==> config.mk <==
export PLATFORM = sky130hd
export DESIGN_NAME = ysyx_25040129_lsu_ctrl
export DESIGN_NICKNAME = d
export VERILOG_FILES = /design/src/rtl/ysyx_25040129_lsu_pkg.sv /design/src/rtl/ysyx_25040129_lsu_align.sv /design/src/rtl/ysyx_25040129_lsu_ctrl.sv
export SDC_FILE = /design/constraint.sdc
export NUM_CORES = 1
export LEC_CHECK = 0
export ABC_AREA = 1
export ABC_CLOCK_PERIOD_IN_PS = 3100
export CAP_MARGIN = 20
export CORE_ASPECT_RATIO = 1.1
export CORE_MARGIN = 4
export CORE_UTILIZATION = 46
export CTS_CLUSTER_SIZE = 24
export DETAILED_ROUTE_END_ITERATION = 6
export GPL_TIMING_DRIVEN = 0
export PLACE_DENSITY_LB_ADDON = 0.25
export SYNTH_ARGS = -nofsm -noshare
export SYNTH_HDL_FRONTEND = slang
export SYNTH_SLANG_ARGS = --single-unit
==> constraint.sdc <==
create_clock -name clk -period 3.1 [get_ports clk]
set_input_delay 0.93 -clock clk [delete_from_list [all_inputs] [get_ports clk]]
set_output_delay 0.93 -clock clk [all_outputs]
set_load 0.02 [all_outputs]
==> src/rtl/ysyx_25040129_lsu_pkg.sv <==
// Shared definitions for the LSU: load/store opcodes, register index width,
// FSM state encodings and small access-size helpers.
package ysyx_25040129_lsu_pkg;

  localparam int REGS_DIG = 5;

  localparam logic [2:0] NO_MEM_READ = 3'b000;
  localparam logic [2:0] LB          = 3'b001;
  localparam logic [2:0] LH          = 3'b010;
  localparam logic [2:0] LW          = 3'b011;
  localparam logic [2:0] LBU         = 3'b100;
  localparam logic [2:0] LHU         = 3'b101;

  localparam logic [1:0] NO_MEM_WRITE = 2'b00;
  localparam logic [1:0] SB           = 2'b01;
  localparam logic [1:0] SH           = 2'b10;
  localparam logic [1:0] SW           = 2'b11;

  typedef enum logic [2:0] {
    S_IDLE = 3'd0,
    S_RD_A = 3'd1,
    S_RD_D = 3'd2,
    S_WR   = 3'd3,
    S_WR_B = 3'd4,
    S_DONE = 3'd5
  } lsu_state_e;

  function automatic logic [2:0] rd_size(input logic [2:0] op);
    case (op)
      LH, LHU: return 3'd1;
      LW:      return 3'd2;
      default: return 3'd0;
    endcase
  endfunction

  function automatic logic [2:0] wr_size(input logic [1:0] op);
    case (op)
      SH:      return 3'd1;
      SW:      return 3'd2;
      default: return 3'd0;
    endcase
  endfunction

  function automatic logic misaligned(input logic [2:0] size, input logic [1:0] addr_lo);
    return ((size == 3'd1) && addr_lo[0]) || ((size == 3'd2) && (addr_lo != 2'b00));
  endfunction

endpackage

==> src/rtl/ysyx_25040129_lsu_align.sv <==
// Combinational byte-lane handling: store data/strobe placement and load
// data extraction with sign or zero extension.
module ysyx_25040129_lsu_align
  import ysyx_25040129_lsu_pkg::*;
(
  input  logic [2:0]  rd_op,
  input  logic [1:0]  wr_op,
  input  logic [1:0]  addr_lo,
  input  logic [31:0] store_data,
  input  logic [31:0] rdata,
  output logic [31:0] wdata,
  output logic [3:0]  wstrb,
  output logic [31:0] load_data
);

  logic [4:0]  lane_shift;
  logic [31:0] rd_shifted;

  assign lane_shift = {addr_lo, 3'b000};

  always_comb begin
    wdata      = store_data << lane_shift;
    rd_shifted = rdata >> lane_shift;
    case (wr_op)
      SB:      wstrb = 4'b0001 << addr_lo;
      SH:      wstrb = 4'b0011 << addr_lo;
      SW:      wstrb = 4'b1111 << addr_lo;
      default: wstrb = 4'b0000;
    endcase
    case (rd_op)
      LB:      load_data = {{24{rd_shifted[7]}}, rd_shifted[7:0]};
      LH:      load_data = {{16{rd_shifted[15]}}, rd_shifted[15:0]};
      LBU:     load_data = {24'd0, rd_shifted[7:0]};
      LHU:     load_data = {16'd0, rd_shifted[15:0]};
      default: load_data = rd_shifted;
    endcase
  end

endmodule

==> src/rtl/ysyx_25040129_lsu_ctrl.sv <==
// Memory stage: one AXI4-Lite style access at a time between EXU and WBU,
// with misalignment, bus-error and timeout faults folded into the result.
//
// state  | meaning
// IDLE   | no request held, ready for EXU
// RD_A   | read address presented
// RD_D   | waiting for read data
// WR     | write address and data presented, each retired independently
// WR_B   | waiting for write response
// DONE   | result valid to WBU, held until accepted
module ysyx_25040129_lsu_ctrl
  import ysyx_25040129_lsu_pkg::*;
#(
  parameter int unsigned TIMEOUT_CYC = 255
) (
  input  logic                clk,
  input  logic                reset,
  input  logic                is_req_valid_from_exu,
  output logic                is_req_ready_to_exu,
  input  logic [31:0]         addr_in_lsu,
  input  logic [31:0]         lsu_write_data_in_lsu,
  input  logic [2:0]          lsu_read_in_lsu,
  input  logic [1:0]          lsu_write_in_lsu,
  input  logic [REGS_DIG-1:0] rd_in_lsu,
  input  logic                reg_write_in_lsu,
  output logic [31:0]         araddr,
  output logic [2:0]          arsize,
  output logic                arvalid,
  input  logic                arready,
  input  logic [31:0]         rdata,
  input  logic [1:0]          rresp,
  input  logic                rvalid,
  output logic                rready,
  output logic [31:0]         awaddr,
  output logic [2:0]          awsize,
  output logic                awvalid,
  input  logic                awready,
  output logic [31:0]         wdata,
  output logic [3:0]          wstrb,
  output logic                wvalid,
  input  logic                wready,
  input  logic [1:0]          bresp,
  input  logic                bvalid,
  output logic                bready,
  output logic                is_req_valid_to_wbu,
  input  logic                is_req_ready_from_wbu,
  output logic [31:0]         result_out_lsu,
  output logic [REGS_DIG-1:0] rd_out_lsu,
  output logic                reg_write_out_lsu,
  output logic                lsu_fault_out_lsu,
  output logic                is_data_forward_valid_from_lsu
);

  localparam logic [31:0] TMO_LOAD = (TIMEOUT_CYC == 0) ? 32'd0 : 32'(TIMEOUT_CYC - 1);

  lsu_state_e          state_q, state_d;
  logic [31:0]         addr_q, addr_d, data_q, data_d, result_q, result_d, tmo_q, tmo_d;
  logic [2:0]          rd_op_q, rd_op_d;
  logic [1:0]          wr_op_q, wr_op_d;
  logic [REGS_DIG-1:0] rd_q, rd_d;
  logic                reg_write_q, reg_write_d, fault_q, fault_d;
  logic                aw_done_q, aw_done_d, w_done_q, w_done_d;
  logic                accept, tmo_hit, req_load, req_store, req_misalign;
  logic [31:0]         load_data;

  ysyx_25040129_lsu_align u_align (
    .rd_op      (rd_op_q),
    .wr_op      (wr_op_q),
    .addr_lo    (addr_q[1:0]),
    .store_data (data_q),
    .rdata      (rdata),
    .wdata      (wdata),
    .wstrb      (wstrb),
    .load_data  (load_data)
  );

  assign is_req_ready_to_exu = (state_q == S_IDLE) | ((state_q == S_DONE) & is_req_ready_from_wbu);
  assign accept              = is_req_valid_from_exu & is_req_ready_to_exu;

  // A load opcode wins if EXU ever presents both.
  assign req_load     = (lsu_read_in_lsu != NO_MEM_READ);
  assign req_store    = !req_load && (lsu_write_in_lsu != NO_MEM_WRITE);
  assign req_misalign = misaligned(req_load ? rd_size(lsu_read_in_lsu) : wr_size(lsu_write_in_lsu),
                                   addr_in_lsu[1:0]);
  assign tmo_hit      = (TIMEOUT_CYC != 0) && (tmo_q == 32'd0);

  assign araddr  = addr_q;
  assign arsize  = rd_size(rd_op_q);
  assign arvalid = (state_q == S_RD_A);
  assign rready  = (state_q == S_RD_D);
  assign awaddr  = addr_q;
  assign awsize  = wr_size(wr_op_q);
  assign awvalid = (state_q == S_WR) && !aw_done_q;
  assign wvalid  = (state_q == S_WR) && !w_done_q;
  assign bready  = (state_q == S_WR_B);

  assign is_req_valid_to_wbu            = (state_q == S_DONE);
  assign is_data_forward_valid_from_lsu = (state_q == S_DONE);
  assign result_out_lsu                 = result_q;
  assign rd_out_lsu                     = rd_q;
  assign reg_write_out_lsu              = reg_write_q;
  assign lsu_fault_out_lsu              = fault_q;

  always_comb begin
    state_d     = state_q;
    addr_d      = addr_q;
    data_d      = data_q;
    rd_op_d     = rd_op_q;
    wr_op_d     = wr_op_q;
    rd_d        = rd_q;
    result_d    = result_q;
    reg_write_d = reg_write_q;
    fault_d     = fault_q;
    aw_done_d   = aw_done_q;
    w_done_d    = w_done_q;

    case (state_q)
      S_RD_A: begin
        if (arready) begin
          state_d = S_RD_D;
        end else if (tmo_hit) begin
          state_d     = S_DONE;
          fault_d     = 1'b1;
          reg_write_d = 1'b0;
        end
      end
      S_RD_D: begin
        if (rvalid) begin
          state_d  = S_DONE;
          result_d = load_data;
          if (rresp != 2'b00) begin
            fault_d     = 1'b1;
            reg_write_d = 1'b0;
          end
        end else if (tmo_hit) begin
          state_d     = S_DONE;
          fault_d     = 1'b1;
          reg_write_d = 1'b0;
        end
      end
      S_WR: begin
        aw_done_d = aw_done_q | (awvalid & awready);
        w_done_d  = w_done_q | (wvalid & wready);
        if (aw_done_d && w_done_d) begin
          state_d = S_WR_B;
        end else if (tmo_hit) begin
          state_d = S_DONE;
          fault_d = 1'b1;
        end
      end
      S_WR_B: begin
        if (bvalid) begin
          state_d = S_DONE;
          fault_d = (bresp != 2'b00);
        end else if (tmo_hit) begin
          state_d = S_DONE;
          fault_d = 1'b1;
        end
      end
      S_DONE: begin
        if (is_req_ready_from_wbu) state_d = S_IDLE;
      end
      default: state_d = S_IDLE;
    endcase

    // Acceptance in IDLE or DONE overrides whatever the state above decided.
    if (accept) begin
      addr_d      = addr_in_lsu;
      data_d      = lsu_write_data_in_lsu;
      rd_op_d     = lsu_read_in_lsu;
      wr_op_d     = req_load ? NO_MEM_WRITE : lsu_write_in_lsu;
      rd_d        = rd_in_lsu;
      result_d    = addr_in_lsu;
      fault_d     = 1'b0;
      aw_done_d   = 1'b0;
      w_done_d    = 1'b0;
      reg_write_d = reg_write_in_lsu;
      if (req_misalign) begin
        state_d     = S_DONE;
        fault_d     = 1'b1;
        reg_write_d = 1'b0;
      end else if (req_load) begin
        state_d = S_RD_A;
      end else if (req_store) begin
        state_d     = S_WR;
        reg_write_d = 1'b0;
      end else begin
        state_d = S_DONE;
      end
    end

    tmo_d = (state_d != state_q) ? TMO_LOAD : ((tmo_q != 32'd0) ? tmo_q - 32'd1 : tmo_q);
  end

  always_ff @(posedge clk) begin
    if (reset) begin
      state_q     <= S_IDLE;
      addr_q      <= 32'd0;
      data_q      <= 32'd0;
      rd_op_q     <= NO_MEM_READ;
      wr_op_q     <= NO_MEM_WRITE;
      rd_q        <= '0;
      result_q    <= 32'd0;
      reg_write_q <= 1'b0;
      fault_q     <= 1'b0;
      aw_done_q   <= 1'b0;
      w_done_q    <= 1'b0;
      tmo_q       <= 32'd0;
    end else begin
      state_q     <= state_d;
      addr_q      <= addr_d;
      data_q      <= data_d;
      rd_op_q     <= rd_op_d;
      wr_op_q     <= wr_op_d;
      rd_q        <= rd_d;
      result_q    <= result_d;
      reg_write_q <= reg_write_d;
      fault_q     <= fault_d;
      aw_done_q   <= aw_done_d;
      w_done_q    <= w_done_d;
      tmo_q       <= tmo_d;
    end
  end

endmodule

# After elaboration in Yosys (flattened, before gate mapping)
# Cells that the tools add are included.
# word_totals
word_cells	122
ff_bits	145
output_inout_bits	153
in_bits	120
# op_classes
n_shift	5
mux	42
n_addsub	1
n_eq_ne	24
bitwise	7
reduce_logical	30
# op_table
op	count
case mux 32 bit (4 select lines)	1
two-way mux 32 bit	3
two-way mux 3 bit	11
zero test 32 bit	1
nonzero test 32 bit	1
left shift 32 x 5 -> 32 bit	1
>> shifter 32 x 5 -> 32 bit	1
subtractor 32 x 1 -> 32 bit (second input constant)	1
equality test 3 x 2 -> 1 bit (second input constant)	7
two-way mux 1 bit	16
two-way mux 8 bit	2
case mux 2 bit (2 select lines)	4
equality test 3 bit (second input constant)	5
case mux 3 bit (5 select lines)	1
nonzero test 2 bit	7
case mux 4 bit (3 select lines)	1
equality test 3 x 1 -> 1 bit (second input constant)	3
equality test 2 bit (second input constant)	4
OR reduction 2 bit	4
logical AND 1 bit	6
nonzero test 3 bit	2
nonzero test 5 bit	1
bitwise AND 1 bit	4
inequality test 4 x 2 -> 1 bit (second input constant)	1
other kinds (17)	21

# Longest topological paths before layout
# logic_depth
ltp_word	11
depth_mapped	17
mapped_depth_nobuf	17

# By module
# A second synthesis with hierarchy kept.
# unflattened
hier_cells	1233
hier_area_um2	8261.7
# by_module_without_submodules
module	seq_area_each_um2	area_each_um2	instances	cells_each
ysyx_25040129_lsu_ctrl	2902.8	6760.2	1	919
ysyx_25040129_lsu_align	0.0	1501.4	1	314

# Least setup slack after synthesis
# No wires, ideal clock.
# synth_timing
path_kind	register to output
start	reg addr_q[0], in the netlist araddr[0]
end	out wdata[24]
path_buffers	4
arrival_time_ns	1.999
t_required_ns	2.170
path_stages_with_launch	7
slack_ns	0.171
cell_sequence	dfxtp_1 buf_2 clkbuf_1 clkbuf_1 buf_1 a21oi_1 a22oi_1
# synth_via
elab_chain_len	1
# synth_lines
item	line	text
start: declaration	ysyx_25040129_lsu_ctrl.sv:57	logic [31:0] addr_q, addr_d, data_q, data_d, result_q, result_d, tmo_q, tmo_d;
start signal: assignment	ysyx_25040129_lsu_ctrl.sv:211	addr_q <= addr_d;
left shift 32 x 5 -> 32 bit	ysyx_25040129_lsu_align.sv:22	wdata = store_data << lane_shift;
end: declaration	ysyx_25040129_lsu_ctrl.sv:38	output logic [31:0] wdata,
# No other way between the ends.

# Final worst setup path
# layout_timing
start	reg addr_q[0], in the netlist araddr[0]
end	out wdata[27]
# Same word-level chain as after synthesis.

==> results.md <==
* Final Power at 7230 uW
* Maxcap violations at 0
* Final worst path period share at 98.9%
* Top_reg_cell synth: dfxtp_1
* Die Wd at 132 um
* Rel. slew slack at 48.4%
* Routed len/inst at 17.0 um
* Final Max Slew Viols at 0
* Post-synth EDFFs at 0
* Util after Layout at 68.7%
* Synthesized cell area at 7770 um2
* Initial Util at 47.1%
* Final min period at 3.07 ns
* DP HPWL at 22000 um
* Dpl cell area at 10700 um2
* R2r startpoint: state_q[1]$_SDFF_PP0_
* Power Dens Cells at 638 nW/um2
* H-tree levels at 4
* First-pass GRT wire length at 43500 um
* Via count at 8820
* Initial antenna violation count at 0
* Largest net degree at the start of global routing at 17
* Static Leak at 0.00497 uW
* Status: completed
* Layout Nets at 1573
* Hold path endpoint: reg_write_out_lsu$_SDFFE_PP0P_
* Count of cell types in the netlist at 44
* CP max FO at 10
* Insertion delay to the later sink of the worst-skew pair at 0.43 ns
* Hold path depth at 2
* CP arrival at 2.14 ns
* Maximum vdd drop at 443 uV
* Main area contributors after synthesis: dfxtp_1, nand2_1, nor2_1, o21ai_0, a21oi_1
* Area of the die at 19000 um2
* Detailed Route WL at 28300 um
* IO Count at 273
* Reg2reg path depth at 12
* Share of the yosys chip area belonging to registers at 37.4%
* Final hold vios at 0
* WP data required at 2.17 ns
* Layout cell share with drive strength beyond 1 at 11.7%
* Die Span Y at 144 um
* GR Overflow Total at 0
* Synth top area share at 37.4%
* Placer congestion estimate at 0.966
* Fin Clk Skew at 0.00984 ns
* Vias in the first global route at 8525
* DRT Pass-1 Iters at 5
* Synthesized instance count at 1164
* Root Driver: clkbuf_16
* Max clock buf depth at 2
* CTS clock-pin slew for the worst setup and hold paths at 0.06 ns
* Via-per-instance ratio at 5.28
* Min-delay worst type: reg2reg
* Diodes inserted at 0
* Most frequent cells after synthesis: nand2_1, nor2_1, dfxtp_1
* CP endpoint kind: output port
* Avg Cell Area, Syn at 6.68 um2
* CORE AREA at 16500 um2
* TritonCTS clock tree: done
* Area growth, synth to finish at 45.9%
* 1st-iter DRT viols at 579
* Layout fillers at 1455
* Post-CTS Hold Buffers at 0
* Row cnt at 49
* Final setup viols at 0
* Cts bufs inserted at 17
* Post-synth ARST share at 0%
* Gr usage total at 28.7%
* Sink Count at 145
* Final antenna-violating net count at 0
* Count leader, synth: nand2_1
* #FFs+latches synth at 145
* RR Endpoint: result_out_lsu[30]$_SDFFE_PP0P_
* Area leader, netlist: dfxtp_1
* Synth warnings at 0
* FF-to-FF setup slack at 0.67 ns
* WS Path Type: reg2out
* Crit start category: flip-flop
* Critical hold path startpoint: reg_write_out_lsu$_SDFFE_PP0P_
* Worst Tran Pin Value at 0.773 ns
* IO buf count at 270
* DRC errors left at 0
* Final instance area at 11300 um2
* Highest clock rate at 326 MHz
-- stage by stage --
step                std cells  setup TNS, ns  setup slack, ns  hold WS (ns)
floorplan                1165              0            0.171         0.429
global route             1669       -0.00509         -0.00509         0.504
CTS                      1669              0          0.00379         0.475
detailed placement       1639         -20.35           -0.829         0.465
global placement         1639         -19.99           -0.837         0.458
finish                   1669              0           0.0349         0.470
-- area by class of cell --
class | count | area [um2] | share of cell area (%)
buffer | 93 | 542 | 4.78
multi-input combinational | 834 | 4050 | 35.7
inverter | 90 | 345 | 3.05
sequential | 145 | 2910 | 25.7
clock buffer | 20 | 447 | 3.94
timing repair buffer | 271 | 2610 | 23.0
tap | 204 | 255 | 2.25
clock inverter | 12 | 181 | 1.60
-- layer usage --
metal	track usage (%)	up-vias	share of wire, %
met5	0	-	0
met4	11.7	0	3.5
met3	8.70	61	9.1
met2	49.3	411	49
met1	33.8	4016	39
li1	-	4332	-
-- cells in the final DEF, fill, tap and decap left out, types with 9 or more instances in the layout --
cell               n
buf_2             14
dfxtp_1          143
buf_4             40
inv_1             74
xor2_1            12
nor3_1            12
inv_2             13
nor2_2            20
nand3_1           37
xnor2_1            9
a31oi_1           29
o21ai_0          109
nor2_4            11
clkbuf_2           9
a22oi_1            9
clkdlybuf4s50_1  233
nand2_1          281
nand4_1           12
nor2_1           170
clkbuf_1          38
a21oi_1           65
clkbuf_16         17
dlygate4sd2_1     18
-- worst max-delay path by stage --
stage / slack (ns) / depth (start not counted) / endpoint / from
final: 0.03 / 7 / wdata[27] / araddr[0]$_SDFFE_PP0P_
after detailed placement: -0.83 / 7 / wdata[24] / araddr[0]$_SDFFE_PP0P_
after global placement: -0.84 / 7 / wdata[24] / araddr[0]$_SDFFE_PP0P_
after CTS: 0.004 / 6 / wdata[18] / araddr[0]$_SDFFE_PP0P_
after floorplan: 0.17 / 6 / wdata[24] / araddr[0]$_SDFFE_PP0P_
after global routing: -0.005 / 7 / wdata[8] / araddr[0]$_SDFFE_PP0P_
-- flip-flops by register name, summed over array words and instances (netlist names), 2 cells and up --
| signal | cells |
|---|---|
| araddr | 32 |
| data_q | 32 |
| rd_op_q | 3 |
| rd_out_lsu | 5 |
| result_out_lsu | 32 |
| state_q | 3 |
| tmo_q | 32 |
| wr_op_q | 2 |
-- critical path, stage by stage (launching register included) --
cell      delay (ns)
dfxtp_2         0.39
buf_4           0.19
buf_4           0.19
clkbuf_8        0.19
buf_4           0.18
a21oi_1         0.09
a22oi_1         0.27
buf_4           0.20
-- kinds of logic after synthesis --
| logic type | share of synthesized area, % |
|---|---|
| other | 0.0483 |
| buffers and inverters | 10.9 |
| AO/OA/AOI/OAI | 17.1 |
| XOR/XNOR | 2.37 |
| flip-flops | 37.4 |
| AND/OR/NAND/NOR | 32.0 |
| adder cells (fa/ha/maj) | 0.161 |
-- where the power goes --
part	leakage, uW	switching [uW]	total, uW	internal, uW
Combinational	0.00348	1650	2730	1080
Sequential	0.00119	177	2280	2110
Clock	0.000293	845	2220	1370
Total	0.00497	2670	7230	4550
-- timing repair --
| item | 4_1_cts | 5_1_grt |
|---|---|---|
| endpoints found under the hold margin | 0 | 0 |
| setup buffers | 1 | 0 |
| gates cloned | 0 | 0 |
| setup endpoints to repair | 37 | 18 |
| resized for setup | 100 | 22 |
Power figures use the tool's default switching activity.
